File: src/rtl/bsearch_probe_ctrl.sv
// Successive-approximation search controller: issues probes to a magnitude
// comparator and narrows [lo,hi] by binary search until the comparator reports equal.
module bsearch_probe_ctrl #(
  parameter int unsigned W  = 5,
  parameter int unsigned SW = $clog2(W + 2)
) (
  input  logic          clk,
  input  logic          rst_n,
  input  logic          start,
  input  logic          lesser,
  input  logic          greater,
  input  logic          equal,
  output logic [W-1:0]  probe,
  output logic          probe_valid,
  output logic          done,
  output logic [W-1:0]  found,
  output logic [SW-1:0] steps,
  output logic          error
);

  typedef enum logic [1:0] {IDLE, SEARCH, DONE, ERR} state_t;

  localparam logic [W-1:0] MAX_VAL = '1;
  localparam logic [W-1:0] FIRST   = MAX_VAL >> 1;

  state_t        state, state_d;
  logic [W-1:0]  lo, hi, lo_d, hi_d;
  logic [W-1:0]  probe_d, found_d;
  logic [SW-1:0] steps_d;
  logic          done_d, error_d;
  logic          adv;

  // State and datapath registers
  always_ff @(posedge clk) begin
    if (!rst_n) begin
      state <= IDLE;
      lo    <= '0;
      hi    <= MAX_VAL;
      probe <= '0;
      steps <= '0;
      done  <= 1'b0;
      found <= '0;
      error <= 1'b0;
    end else begin
      state <= state_d;
      lo    <= lo_d;
      hi    <= hi_d;
      probe <= probe_d;
      steps <= steps_d;
      done  <= done_d;
      found <= found_d;
      error <= error_d;
    end
  end

  // Next-state and range narrowing
  always_comb begin
    state_d = state;
    lo_d    = lo;
    hi_d    = hi;
    probe_d = probe;
    steps_d = steps;
    done_d  = done;
    found_d = found;
    error_d = error;
    adv     = 1'b0;

    case (state)
      IDLE, DONE, ERR: begin
        if (start) begin
          state_d = SEARCH;
          lo_d    = '0;
          hi_d    = MAX_VAL;
          probe_d = FIRST;
          steps_d = SW'(1);
          done_d  = 1'b0;
          error_d = 1'b0;
          found_d = '0;
        end
      end
      SEARCH: begin
        case ({lesser, greater, equal})
          3'b001: begin
            found_d = probe;
            done_d  = 1'b1;
            state_d = DONE;
          end
          3'b100: begin
            if (probe < hi) begin
              lo_d = probe + W'(1);
              adv  = 1'b1;
            end else begin
              error_d = 1'b1;
              state_d = ERR;
            end
          end
          3'b010: begin
            if (probe > lo) begin
              hi_d = probe - W'(1);
              adv  = 1'b1;
            end else begin
              error_d = 1'b1;
              state_d = ERR;
            end
          end
          default: begin
            error_d = 1'b1;
            state_d = ERR;
          end
        endcase
      end
      default: state_d = IDLE;
    endcase

    // lo_d <= hi_d whenever adv is set, so the midpoint never overflows W bits
    if (adv) begin
      probe_d = lo_d + ((hi_d - lo_d) >> 1);
      steps_d = steps + SW'(1);
    end
  end

  assign probe_valid = (state == SEARCH);

endmodule
File: config.mk
export PLATFORM = sky130hd
export DESIGN_NAME = bsearch_probe_ctrl
export DESIGN_NICKNAME = d
export VERILOG_FILES = /design/src/rtl/bsearch_probe_ctrl.sv
export SDC_FILE = /design/constraint.sdc
export NUM_CORES = 1
export LEC_CHECK = 0
export CORE_ASPECT_RATIO = 0.6
export CORE_MARGIN = 2
export CORE_UTILIZATION = 40
export DETAILED_ROUTE_END_ITERATION = 16
export PLACE_DENSITY = 0.71
export REMOVE_ABC_BUFFERS = 1
export SYNTH_ARGS = -nofsm -noshare
export SYNTH_HDL_FRONTEND = slang
export SYNTH_SLANG_ARGS = --single-unit
File: constraint.sdc
create_clock -name clk -period 4 [get_ports clk]
set_input_delay 0.4 -clock clk [delete_from_list [all_inputs] [get_ports clk]]
set_output_delay 0.4 -clock clk [all_outputs]
set_load 0.005 [all_outputs]
## Word level (Yosys, flattened, before mapping)

Cells that the tools add are included.
Widths: inputs -> output; s select.

| storage, ports and cells | value |
|---|---|
| bits in registers | 27 |
| input port bits | 6 |

| cells by class | value |
|---|---|
| $add $sub $neg | 5 |
| magnitude comparators | 2 |
| equality and inequality tests | 11 |
| mux-type cells | 33 |
| reduce and logical (&&, ||, !) cells | 8 |

Operators by type and width:

| kind | count |
|---|---|
| $mux 5 | 11 |
| $pmux 5 s2 | 3 |
| $mux 3 | 3 |
| $mux 1 | 7 |
| $mux 2 | 3 |
| $ne 3x3->1 const B | 2 |
| $pmux 1 s2 | 3 |
| $pmux 2 s3 | 1 |
| $add 5x1->5 const B | 1 |
| $add 5x4->5 | 1 |
| $gt 5x5->1 | 1 |
| $lt 5x5->1 | 1 |
| $sub 5x1->5 const B | 1 |
| $sub 5x5->5 | 1 |
| $eq 2x2->1 const B | 2 |
| $ne 2x2->1 const B | 2 |
| $pmux 2 s2 | 1 |
| $reduce_and 2->1 | 2 |
| $reduce_and 4->1 | 1 |
| $reduce_bool 2->1 | 2 |
| $add 3x1->3 const B | 1 |
| $eq 3x1->1 const B | 1 |
| $eq 3x2->1 const B | 1 |
| $eq 3x3->1 const B | 1 |
| other kinds (6) | 6 |

## Longest topological paths before layout

Gate-level depths: netlist (run 1).

| depth | value |
|---|---|
| depth in word-level cells | 7 |
| mapped depth | 18 |
| gate-level depth less buffers | 18 |

## Least setup slack after synthesis (run 1)

No wires, ideal clock.

| timing | value |
|---|---|
| path type | register to register |
| start | reg probe[1] |
| end | reg probe[4] |
| setup time | 88 ps |
| arrival | 4104 ps |
| required time | 3912 ps |
| slack | -192 ps |
| cell stages (with the launch flop) | 17 |
| clock period less this slack | 4192 ps |
| cells stage by stage | dfxtp_1 > ha_1 > and4_1 > a2111oi_2 > nand2_1 > o21ai_0 > a21boi_0 > fa_1 > inv_1 > ha_1 > inv_1 > fa_1 > inv_1 > nand2_1 > or4_4 > a31o_1 > a311oi_2 |

| on the way | value |
|---|---|
| longest elaborated chain between the ends | 7 |
| elaborated cells on any way between the ends | 20 |

Ends and longest elaborated chain:

| element | RTL line | source |
|---|---|---|
| from (decl) | 13 | `output logic [W-1:0] probe,` |
| from (signal assigned) | 48 | `probe <= probe_d;` |
| $sub 5x1->5, or another cell as far along | 99 | `hi_d = probe - W'(1);` |
| $mux 5, on equally long branches | 98, 89 |  |
| $mux 5 | 82 | `case ({lesser, greater, equal})` |
| $pmux 5 s2 | 68 | `case (state)` |
| $sub 5x5->5 | 117 | `probe_d = lo_d + ((hi_d - lo_d) >> 1);` |
| $add 5x4->5 | 117 |  |
| $mux 5 | 116 | `if (adv) begin` |

Parallel ways exist; a longest one is shown, timed or not.
A chain may end at the register's enable or synchronous reset.

## Final worst setup path (run 1)

| timing | value |
|---|---|
| start | reg lo[1] |
| end | reg probe[4] |

| on the way | value |
|---|---|
| longest elaborated chain between the ends | 7 |
| elaborated cells on any way between the ends | 17 |

Ends and longest elaborated chain:

| element | RTL line | source |
|---|---|---|
| from (decl) | 27 | `logic [W-1:0] lo, hi, lo_d, hi_d;` |
| from (signal assigned) | 46 | `lo <= lo_d;` |
| $gt 5x5->1 | 98 | `if (probe > lo) begin` |
| $mux 5 | 98 |  |
| $mux 5 | 82 |  |
| $pmux 5 s2 | 68 |  |
| $sub 5x5->5 | 117 |  |
| $add 5x4->5 | 117 |  |
| $mux 5 | 116 |  |

Parallel ways exist; a longest one is shown, timed or not.

==> impl_metrics.yaml, run 1 <==
status:
  status: "completed"
sta:
  min_period_over_period: 0.9833
  rsz0062_at_grt: "true"
  hold_viol: 0
  fmax_ghz: 0.2542
  slew_headroom: 0.5786
  report.final.slew_viol_count: 0
  post-route-min-period_ns: 3.933
  clock_skew_ns: 0.003325
  setup_violations: 0
  worst_pin_slew_ns: 0.6315
clock_tree:
  cts_tree: "done"
  cts_root_buffer: "clkbuf_8"
  insertion_delay_ns: 0.27
  cts.clk_slew.worst_paths_ns: 0.09
  ctsHtreeMaxLevel: 1
  cts_buffers: 3
  clk_path_buf_depth: 2
  cts_sinks: 27
place:
  port-buffer-count: 21
  dp_cells: 344
  gp_congestion: 0.8945
  dpl.hpwl_um: 4083
  dpl-instance-area_sq_um: 2435
routing:
  wire_per_inst_um: 15.46
  drtIter0Drc: 96
  drtAntennaViolNets: 0
  avgViaCountPerCell: 5.408
  routed_wl_um: 5487
  via_count: 1920
  drt_pre_antenna_iters: 4
  drc: 0
final_layout:
  antenna_cells: 0
  syn_to_final_growth_pct: 41.66
  layout_commonest_cell: "buf_4"
  final_nets: 320
  final_util: 0.5875
  most-common-layout-cells: "buf_4, nand2_1, dfxtp_1, inv_1, clkdlybuf4s50_1"
  finalInstanceArea_sq_um: 2668
  drive_gt1_frac: 0.2911
  final_cell_count_no_fill: 355
  fill_cells: 420
critical_path:
  worstSetupEndpointType: "register"
  critPathKind: "reg2reg"
  crit_required_ns: 4.18
  cp.arrival_ns: 4.11
  crit_fanout: 3
  cp-start-kind: "register"
synthesis:
  ys_ff_latch: 27
  ys_seq_area_frac: 0.2870
  synth_async_sr_flop_share: 0
  ys.flop_type: "dfxtp_1"
  ys_warn_count: 0
  syn_inst: 229
  synth_edf_count: 0
  avgSynthCellArea_sq_um: 8.223
  ys_types: 52
  netlist_area_sq_um: 1883
power:
  p_leak_uw: 0.001162
  vdd_drop_max_v: 0.0001639
  power_frac_comb: 0.314
  swShare: 0.3082
  p_switching_uw: 198.8
  power_frac_seq: 0.443
  intPower_uw: 446.3
  p_clk_frac: 0.243
  power_density_nw_per_um2: 241.8
global_routing:
  gr-total-overflow: 0
  antenna_found_initial: 0
  grt_start_max_net_pins: 17
  gr-usage-all-layers: 0.2175
  grt_pass1_vias: 1840
  grt_pass1_wl_um: 9039
die:
  core_sq_um: 4541
  rows: 19
  die_area_sq_um: 5290
  die_x_um: 92.58
  fp.dieH_um: 57.15
  start_util: 0.4147
  io_pins: 22
job:
  drv_cap: 0
min_path:
  hp-class: "reg2reg"
==> worst max-delay path, cell delays in order, from the launching register on <==
cell and delay [ns]:
dfxtp_1 0.34, inv_1 0.05, ha_1 0.30, and4_4 0.22, a2111oi_4 0.35, nand2_2 0.16
a221oi_4 0.36, fa_2 0.49, inv_2 0.08, ha_4 0.15, inv_2 0.04, fa_2 0.36
inv_2 0.06, nand2_1 0.04, or4_4 0.41, a31o_1 0.20, a311oi_2 0.21
==> area by class of cell <==
class	instances	area [sq um]	share of cell area
Multi-Input combinational cell	168	1338	0.5014
Timing Repair Buffer	67	563.0	0.2111
Sequential cell	27	545.5	0.2045
Inverter	26	97.59	0.03659
Tap cell	63	78.83	0.02955
Clock buffer	4	45.04	0.01689
==> synth_stat cells (all sizes together) (4+ instances only) <==
cell     n  share of area
dfxtp   27           0.29
nand2   26          0.052
inv     25          0.050
ha      19           0.13
nor2    15          0.030
a21oi   13          0.035
nand3   13          0.035
o21ai   11          0.031
clkbuf   7          0.014
xnor2    7          0.033
xor2     5          0.023
a21boi   4          0.016
==> per-layer routing <==
| metal | wire (um) | vias to the layer above | track usage |
|---|---|---|---|
| li1 | - | 945 | - |
| met1 | 2615 | 896 | 0.3197 |
| met2 | 2383 | 75 | 0.3316 |
| met3 | 441 | 4 | 0.04491 |
| met4 | 46 | 0 | 0.04691 |
| met5 | 0 | - | 0 |
==> final timing paths <==
path	from	endpoint	slack, ns	cells past startpoint
setup / recovery	lo[1]$_SDFF_PN0_	probe[4]$_SDFFE_PN0P_	0.07	16
hold / removal	found[0]$_SDFFE_PN0P_	found[0]$_SDFFE_PN0P_	0.47	2
setup reg to reg	lo[1]$_SDFF_PN0_	probe[4]$_SDFFE_PN0P_	0.07	16
hold reg to reg	found[0]$_SDFFE_PN0P_	found[0]$_SDFFE_PN0P_	0.47	2
==> flip-flops by register name, summed over array words and instances, names as in the netlist <==
register,flops
steps,3
done,1
hi,5
state,2
probe,5
found,5
error,1
lo,5
==> power groups by stage <==
stage	Sequential [uW]	Clock, uW	Combinational, uW
2_1_floorplan	299	0	89.6
5_1_grt	287	170	220
3_3_place_gp	292	0	176
6_report	286	157	202
4_1_cts	286	163	190
3_5_place_dp	292	0	178
==> cells by family after synthesis <==
group | count (synthesis) | share of synthesized area
AND/OR/NAND/NOR | 74 | 0.1900
AO/OA/AOI/OAI | 60 | 0.2439
buffers and inverters | 34 | 0.06777
flip-flops | 27 | 0.2870
adder cells (fa/ha/maj) | 21 | 0.1475
XOR/XNOR | 12 | 0.05581
multiplexers | 1 | 0.007971
==> timing repair <==
| item | in CTS | in global routing |
|---|---|---|
| resized for setup | 25 | 14 |
| endpoints found under the hold margin | 0 | 0 |
| pin swaps | 15 | 10 |
| setup endpoints to repair | 2 | 3 |
| setup buffers | 6 | 1 |
| hold buffers | 0 | 0 |
==> through the flow <==
step	setup slack [ns]	power [uW]	hold WS [ns]	setup TNS, ns
after floorplan	-0.2303	388.3	0.4526	-0.2303
after global placement	-0.3343	467.6	0.4565	-0.4480
after detailed placement	-0.3853	470.3	0.4612	-0.6140
after CTS	-0.04186	639.3	0.4715	-0.04186
after global routing	-0.1020	677.7	0.4957	-0.1458
final	0.06668	645.1	0.4694	0
Note: power is estimated with default switching activity, not from simulation.
==> run 2: changes to the inputs <==
--- a/config.mk
+++ b/config.mk
@@ -5,6 +5,7 @@
 export SDC_FILE = /design/constraint.sdc
 export NUM_CORES = 1
 export LEC_CHECK = 0
+export CAP_MARGIN = 20
 export CORE_ASPECT_RATIO = 0.6
 export CORE_MARGIN = 2
 export CORE_UTILIZATION = 40
==> results of run 2 <==
No change in the layout: final DEF, timing and power equal those of run 1.
==> run 3: changes to the inputs <==
--- a/config.mk
+++ b/config.mk
@@ -9,6 +9,7 @@
 export CORE_ASPECT_RATIO = 0.6
 export CORE_MARGIN = 2
 export CORE_UTILIZATION = 40
+export CTS_CLUSTER_DIAMETER = 150
 export DETAILED_ROUTE_END_ITERATION = 16
 export PLACE_DENSITY = 0.71
 export REMOVE_ABC_BUFFERS = 1
==> results of run 3 <==
No change in the layout: final DEF, timing and power equal those of run 1.
